$ cat src/rtl/calendar_pkg.sv
// Shared calendar constants: month numbers and Gregorian month lengths.
package calendar_pkg;

    localparam logic [3:0] JAN = 4'd1;
    localparam logic [3:0] FEB = 4'd2;
    localparam logic [3:0] MAR = 4'd3;
    localparam logic [3:0] APR = 4'd4;
    localparam logic [3:0] MAY = 4'd5;
    localparam logic [3:0] JUN = 4'd6;
    localparam logic [3:0] JUL = 4'd7;
    localparam logic [3:0] AUG = 4'd8;
    localparam logic [3:0] SEP = 4'd9;
    localparam logic [3:0] OCT = 4'd10;
    localparam logic [3:0] NOV = 4'd11;
    localparam logic [3:0] DEC = 4'd12;

    localparam int unsigned NUM_GREG_MONTHS = 12;
    localparam int unsigned FEB_LEAP_DAYS   = 29;

    // Entry 0 is January; February holds the common-year length.
    localparam logic [4:0] DIM_TABLE [NUM_GREG_MONTHS] = '{
        5'd31, 5'd28, 5'd31, 5'd30, 5'd31, 5'd30,
        5'd31, 5'd31, 5'd30, 5'd31, 5'd30, 5'd31
    };

endpackage

$ cat src/rtl/calendar_counter_days_in_month.sv
// Combinational days-in-month lookup; February follows `leap` only when LEAP_YEAR_EN is defined.
module days_in_month
    import calendar_pkg::*;
#(
    parameter int DAY_W      = 5,
    parameter int MON_W      = 4,
    parameter int MONTH_DAYS = 0
) (
    input  logic [MON_W-1:0] month,
    input  logic             leap,
    output logic [DAY_W-1:0] dim
);

    if (MONTH_DAYS != 0) begin : g_uniform
        logic unused_inputs;
        assign unused_inputs = ^{month, leap};
        assign dim = DAY_W'(MONTH_DAYS);
    end else begin : g_table
`ifndef LEAP_YEAR_EN
        logic unused_leap;
        assign unused_leap = leap;
`endif
        // Out-of-range months yield 0 so any load check against them fails.
        always_comb begin
            dim = '0;
            for (int unsigned i = 0; i < NUM_GREG_MONTHS; i++) begin
                if (month == MON_W'(i + 1)) begin
                    dim = DAY_W'(DIM_TABLE[i[3:0]]);
                end
            end
`ifdef LEAP_YEAR_EN
            if (month == MON_W'(FEB) && leap) begin
                dim = DAY_W'(FEB_LEAP_DAYS);
            end
`endif
        end
    end

endmodule

$ cat src/rtl/calendar_counter.sv
// Day/month calendar counter with validated loads and year carry.
// Optional macro LEAP_YEAR_EN: February length follows the `leap` input.
module calendar_counter
    import calendar_pkg::*;
#(
    parameter int DAY_W      = 5,
    parameter int MON_W      = 4,
    parameter int MONTHS     = 12,
    parameter int MONTH_DAYS = 0,
    localparam int DATA_W    = (DAY_W > MON_W) ? DAY_W : MON_W
) (
    input  logic                   clk,
    input  logic                   clear,
    input  logic                   tick,
    input  logic                   load,
    input  logic                   load_sel,
    input  logic [DATA_W-1:0]      data,
    input  logic                   enable,
    input  logic                   leap,
    output logic [DAY_W-1:0]       day,
    output logic [MON_W-1:0]       month,
    output logic [MON_W+DAY_W-1:0] databus,
    output logic                   year_carry,
    output logic                   load_err
);

    localparam logic [DAY_W-1:0] DAY_ONE  = DAY_W'(1);
    localparam logic [MON_W-1:0] MON_ONE  = MON_W'(1);
    localparam logic [MON_W-1:0] MON_LAST = MON_W'(MONTHS);

    logic [DAY_W-1:0] data_day;
    logic [MON_W-1:0] data_mon;
    logic [DAY_W-1:0] dim_cur;
    logic [DAY_W-1:0] dim_new;
    logic [DAY_W-1:0] day_n;
    logic [MON_W-1:0] month_n;
    logic             carry_n;
    logic             err_n;

    assign data_day = data[DAY_W-1:0];
    assign data_mon = data[MON_W-1:0];

    days_in_month #(.DAY_W(DAY_W), .MON_W(MON_W), .MONTH_DAYS(MONTH_DAYS)) u_dim_cur (
        .month (month),
        .leap  (leap),
        .dim   (dim_cur)
    );

    // Length of the month being loaded, for validation and day clamping.
    days_in_month #(.DAY_W(DAY_W), .MON_W(MON_W), .MONTH_DAYS(MONTH_DAYS)) u_dim_new (
        .month (data_mon),
        .leap  (leap),
        .dim   (dim_new)
    );

    always_comb begin
        day_n   = day;
        month_n = month;
        carry_n = 1'b0;
        err_n   = 1'b0;
        if (load) begin
            if (!load_sel) begin
                if (data_day >= DAY_ONE && data_day <= dim_cur) begin
                    day_n = data_day;
                end else begin
                    err_n = 1'b1;
                end
            end else begin
                if (data_mon >= MON_ONE && data_mon <= MON_LAST) begin
                    month_n = data_mon;
                    if (day > dim_new) begin
                        day_n = dim_new;
                    end
                end else begin
                    err_n = 1'b1;
                end
            end
        end else if (tick) begin
            // >= also rolls a stale 29 Feb after leap drops.
            if (day >= dim_cur) begin
                day_n = DAY_ONE;
                if (month == MON_LAST) begin
                    month_n = MON_ONE;
                    carry_n = 1'b1;
                end else begin
                    month_n = month + MON_ONE;
                end
            end else begin
                day_n = day + DAY_ONE;
            end
        end
    end

    always_ff @(posedge clk or posedge clear) begin
        if (clear) begin
            day        <= DAY_ONE;
            month      <= MON_ONE;
            year_carry <= 1'b0;
            load_err   <= 1'b0;
        end else begin
            day        <= day_n;
            month      <= month_n;
            year_carry <= carry_n;
            load_err   <= err_n;
        end
    end

    assign databus = {month, day} & {(MON_W + DAY_W){enable}};

endmodule

$ cat config.mk
export PLATFORM = sky130hd
export DESIGN_NAME = calendar_counter
export DESIGN_NICKNAME = d
export VERILOG_FILES = /design/src/rtl/calendar_pkg.sv /design/src/rtl/calendar_counter_days_in_month.sv /design/src/rtl/calendar_counter.sv
export SDC_FILE = /design/constraint.sdc
export NUM_CORES = 1
export LEC_CHECK = 0
export BUFFER_PORTS_ARGS = -buffer_cell sky130_fd_sc_hd__buf_4
export CORE_MARGIN = 2
export CORE_UTILIZATION = 31
export CTS_CLUSTER_SIZE = 10
export DETAILED_ROUTE_END_ITERATION = 16
export PLACE_DENSITY_LB_ADDON = 0.05
export SETUP_SLACK_MARGIN = 0.2
export SYNTH_ARGS = -nofsm -noshare
export SYNTH_HDL_FRONTEND = slang
export SYNTH_SLANG_ARGS = --single-unit
$ cat constraint.sdc
create_clock -name clk -period 6.15 [get_ports clk]
set_clock_uncertainty 0.15 [all_clocks]
set_input_delay 1.23 -clock clk [delete_from_list [all_inputs] [get_ports clk]]
set_output_delay 1.23 -clock clk [all_outputs]
set_load 0.02 [all_outputs]
# --- After elaboration in Yosys (flattened, before gate mapping) ---
# Cells that the tools add are included.
totals:
  reg_bits: 11
  in_bits: 12
  out_inout_bits: 20
op_classes:
  n_eq_ne: 29
  n_lt_le_gt_ge: 6
  bitwise_logic: 1
  n_mux: 45
  n_reduce_logical: 6
  n_addsub: 2
ops:
  columns: ["cell", "n"]
  rows:
  - ["2-to-1 mux 5 bit", 31]
  - ["== test 4 bit, second input constant", 10]
  - ["== test 4 x 3 -> 1 bit, second input constant", 8]
  - ["2-to-1 mux 4 bit", 6]
  - ["== test 4 x 2 -> 1 bit, second input constant", 4]
  - ["AND 9 bit", 1]
  - ["== test 4 x 1 -> 1 bit, second input constant", 2]
  - ["2-to-1 mux 1 bit", 8]
  - ["AND reduction 4 bit", 2]
  - ["inequality test 3 x 2 -> 1 bit, second input constant", 2]
  - ["adder 5 x 1 -> 5 bit, second input constant", 1]
  - [">= comparator 5 x 1 -> 1 bit, second input constant", 1]
  - [">= comparator 5 bit", 1]
  - ["greater-than comparator 5 bit", 1]
  - ["<= comparator 5 bit", 1]
  - ["adder 4 x 1 -> 4 bit, second input constant", 1]
  - [">= comparator 4 x 1 -> 1 bit, second input constant", 1]
  - ["<= comparator 4 bit, second input constant", 1]
  - ["inequality test 2 x 1 -> 1 bit, second input constant", 2]
  - ["nonzero test 2 bit", 2]
  - ["inequality test 3 x 1 -> 1 bit, second input constant", 1]
  - ["logical AND 1 bit", 2]

# --- Logic depth before layout (Yosys ltp) ---
logic_depth:
  ltp_word: 18
  mapped_depth: 11
  depth_no_buf: 11

# --- By module ---
# From an unflattened synthesis, not the netlist that was laid out.
unflattened:
  cells_unflattened: 153
  hier_area_um2: 1313.8
modules_own_cells:
  columns: ["module", "area_each_um2", "cells_each", "n_inst"]
  rows:
  - ["calendar_counter", 1173.6, 133, 1]
  - ["days_in_month", 70.1, 10, 2]

# --- Worst setup path after synthesis ---
# Ideal clock, no wire load.
synth_path:
  kind: "input -> register"
  from: "in data[0]"
  to: "reg day[1]"
  n_path_buf: 0
  path_slack_ns: 2.480
  arrival_time_ns: 3.395
  stages: 9
  required_time_ns: 5.875
  cell_sequence: "or4_1 nand2_1 ha_1 and3_1 o21ai_0 o21ai_4 o211ai_1 o211a_4 mux2_4"
synth_between:
  elab_chain_cells: 17
synth_lines:
  columns: ["element", "line_no", "rtl"]
  rows:
  - ["start: declaration", "calendar_counter.sv:17", "input logic [DATA_W-1:0] data,"]
  - ["parallel branches: the longest is 17 deep, another holds 2-to-1 mux 5 bit", null, null]
  - ["end signal: assignment", "calendar_counter.sv:101", "day <= day_n;"]
  - ["end: declaration", "calendar_counter.sv:20", "output logic [DAY_W-1:0] day,"]
# Parallel ways; which one is timed is not known. The select of a mux whose other input is x is not followed.
# A chain may end at the register's enable or synchronous reset.

# --- Worst setup path after layout ---
# Same ends and word-level chain as after synthesis.

==> metrics <==
Hold Path Class flip-flop to flip-flop; GRT Util Overall 0.162; wire per inst around 16 um; async set or reset register ratio after synthesis 1.00; Congestion Overflow GR 0; CTS Buffer Depth 2; die area 0.00492 sq mm; Critical Path End Type flip-flop; max cap viols 0; largest net degree at the start of global routing 13; design area 0.00166 sq mm; CTS root buffer clkbuf_8; Most used DFF post-synth dfrtp_1; final core utilization 0.387; post-route ant nets 0; initial core utilization 0.316; RePlAce Congestion ~0.84; Mapped Nets 182; post-synth top area share 0.166; vias in the first global route between 1,000 and 1,500; CTS Hold Bufs 0; max frequency about 270 MHz; DR iter-0 viols 39; synthesized cell area between 0.001 and 0.0015 sq mm; CP max-delay cell or4_1; status completed; CTS Buf Count 3; worst skew pair latency 0.24 ns; synth unique cells between 50 and 60; CORE AREA 0.00429 sq mm; Via density between 5 and 6; ranking of synthesized cells by area dfrtp_1, ha_1, and2_1; CP Max Fanout 5; setup repair bufs after CTS 0; area grow syn2layout 22.7%; cells after synthesis around 150; htree depth 1; synth cell count leaders ha_1, inv_1, nor2_1; Hold WS 0.459 ns; Post-Syn Area per Cell about 9 sq um; routed wire length about 3800 um; ANT cells 0; via count between 1,000 and 1,500; setup violators final 0; port bufs 30; DP Wirelength a little under 3000 um; Rows 24; first-pass GRT wire length around 6400 um; most numerous cell in the Yosys netlist ha_1; Residual DRC 0; leakage approximately 0.78 nW; Max Slew Vio Count 0; Syn. warnings 0; Post-synth EDFFs 0; worst stage delay on the critical path 0.58 ns; IO Pins 32; setup TNS 0 ns; highest ir drop seen on vdd approximately 200 uV; post-synthesis sequential area ratio 0.205; Worst Path Arrival between 3 and 4 ns; Tmin final 3.73 ns; cell taking the most area after synthesis dfrtp_1; required time worst endpoint 6.12 ns; register bit count reported by yosys 11; clock tree from TritonCTS done; startpoint types primary input; critical-path cell list buf_4 -> or4_1 -> nand2_1 -> ha_1 -> and3_1 -> o21ai_0 -> o21ai_4 -> o211ai_1 -> o211a_4 -> mux2_4; DRT Pass-1 Iters 4; Pwr per Cell Area roughly 570 mW/mm^2; chip width between 70 and 80 um; DIE HEIGHT about 70 um; Fin. Hold Viols 0; RSZ-0062 raised after global routing no; layout cells sized above 1 0.302; initial antenna violation count 0; CTS clk-pin slew, worst paths 0.05 ns; CP Class primary input to flip-flop; worst-margin pin slew 0.536 ns; fin crit share 0.607; dpl cell area 0.00162 sq mm; final net count 213; Power Total ~950 uW; Post-CTS Resized 0; setup slack, reg-to-reg around 2.8 ns; Slew headroom 0.641; CTS sink cnt 11
-- worst max-delay path, delay by kind of cell --
family                     cells  cell delay (ns)
AOI/OAI and AO/OA              4             0.86
adders and majority gates      1             0.26
buffers and inverters          1             0.12
muxes                          1             0.30
and+or+nand+nor                3             0.94
-- through the flow --
stage / cells / setup slack (ns)
5_1_grt: 234 / 2.32
2_1_floorplan: 152 / 2.48
6_report: 234 / 2.42
3_5_place_dp: 230 / 2.16
4_1_cts: 234 / 2.41
3_3_place_gp: 230 / 2.19
-- cell families after synthesis --
logic type | after synthesis | share of synthesized area
AO/OA/AOI/OAI | 48 | 0.304
buffers and inverters | 16 | 0.0554
flip-flops | 11 | 0.205
AND/OR/NAND/NOR | 54 | 0.229
multiplexers | 5 | 0.0406
adder cells (fa/ha/maj) | 18 | 0.166
-- placed cells by master, fill, tap and decap left out, types with 2 or more instances in the layout --
cell type   n
buf_4      30
ha_1       18
inv_1      11
nor2_1     10
nand3_1     9
and2_1      9
dfrtp_1     9
o21ai_0     7
nand2_1     5
o211ai_1    4
mux2i_1     4
nor3_1      4
a21oi_1     3
a31oi_1     3
a32oi_1     3
o221ai_1    3
clkbuf_8    3
o31a_2      2
a221o_1     2
o31ai_1     2
and3_1      2
nor2b_1     2
nand4_1     2
a32o_1      2
dfstp_2     2
-- final timing paths --
kind | start | endpoint | cells after the start
worst max-delay path | data[0] | day[1] | 10
worst min-delay path | month[0] | month[0] | 1
worst min register to register | month[0] | month[0] | 1
worst max register to register | month[0] | day[2] | 11
min in group asynchronous | clear | load_err | 2
max in group asynchronous | clear | month[0] | 2
-- final cells by class --
class	instances	area [sq um]
Fill cell	439	2630
Timing Repair Buffer	30	225
Multi-Input combinational cell	125	1000
Inverter	12	47.5
Clock buffer	4	45.0
Sequential cell	11	278
Tap cell	52	65.1
-- state kept, by name (all words and copies together), names as in the netlist --
| signal | cells |
|---|---|
| load_err | 1 |
| month | 4 |
| year_carry | 1 |
| day | 5 |
-- per-layer routing --
layer	global-route usage	vias up	wire (um)
li1	-	640	-
met1	0.207	624	1700
met3	0.0361	6	157
met2	0.287	37	1860
met4	0.0192	0	28
met5	0	-	0
-- where the power goes --
part           leakage [nW]  internal, mW  switching [mW]  total, mW
Sequential            0.132         0.110          0.0742      0.184
Clock                0.0228        0.0455          0.0267     0.0721
Combinational         0.622         0.310           0.386      0.696
Total                 0.777         0.465           0.487      0.953
Note: power is estimated with default switching activity, not from simulation.
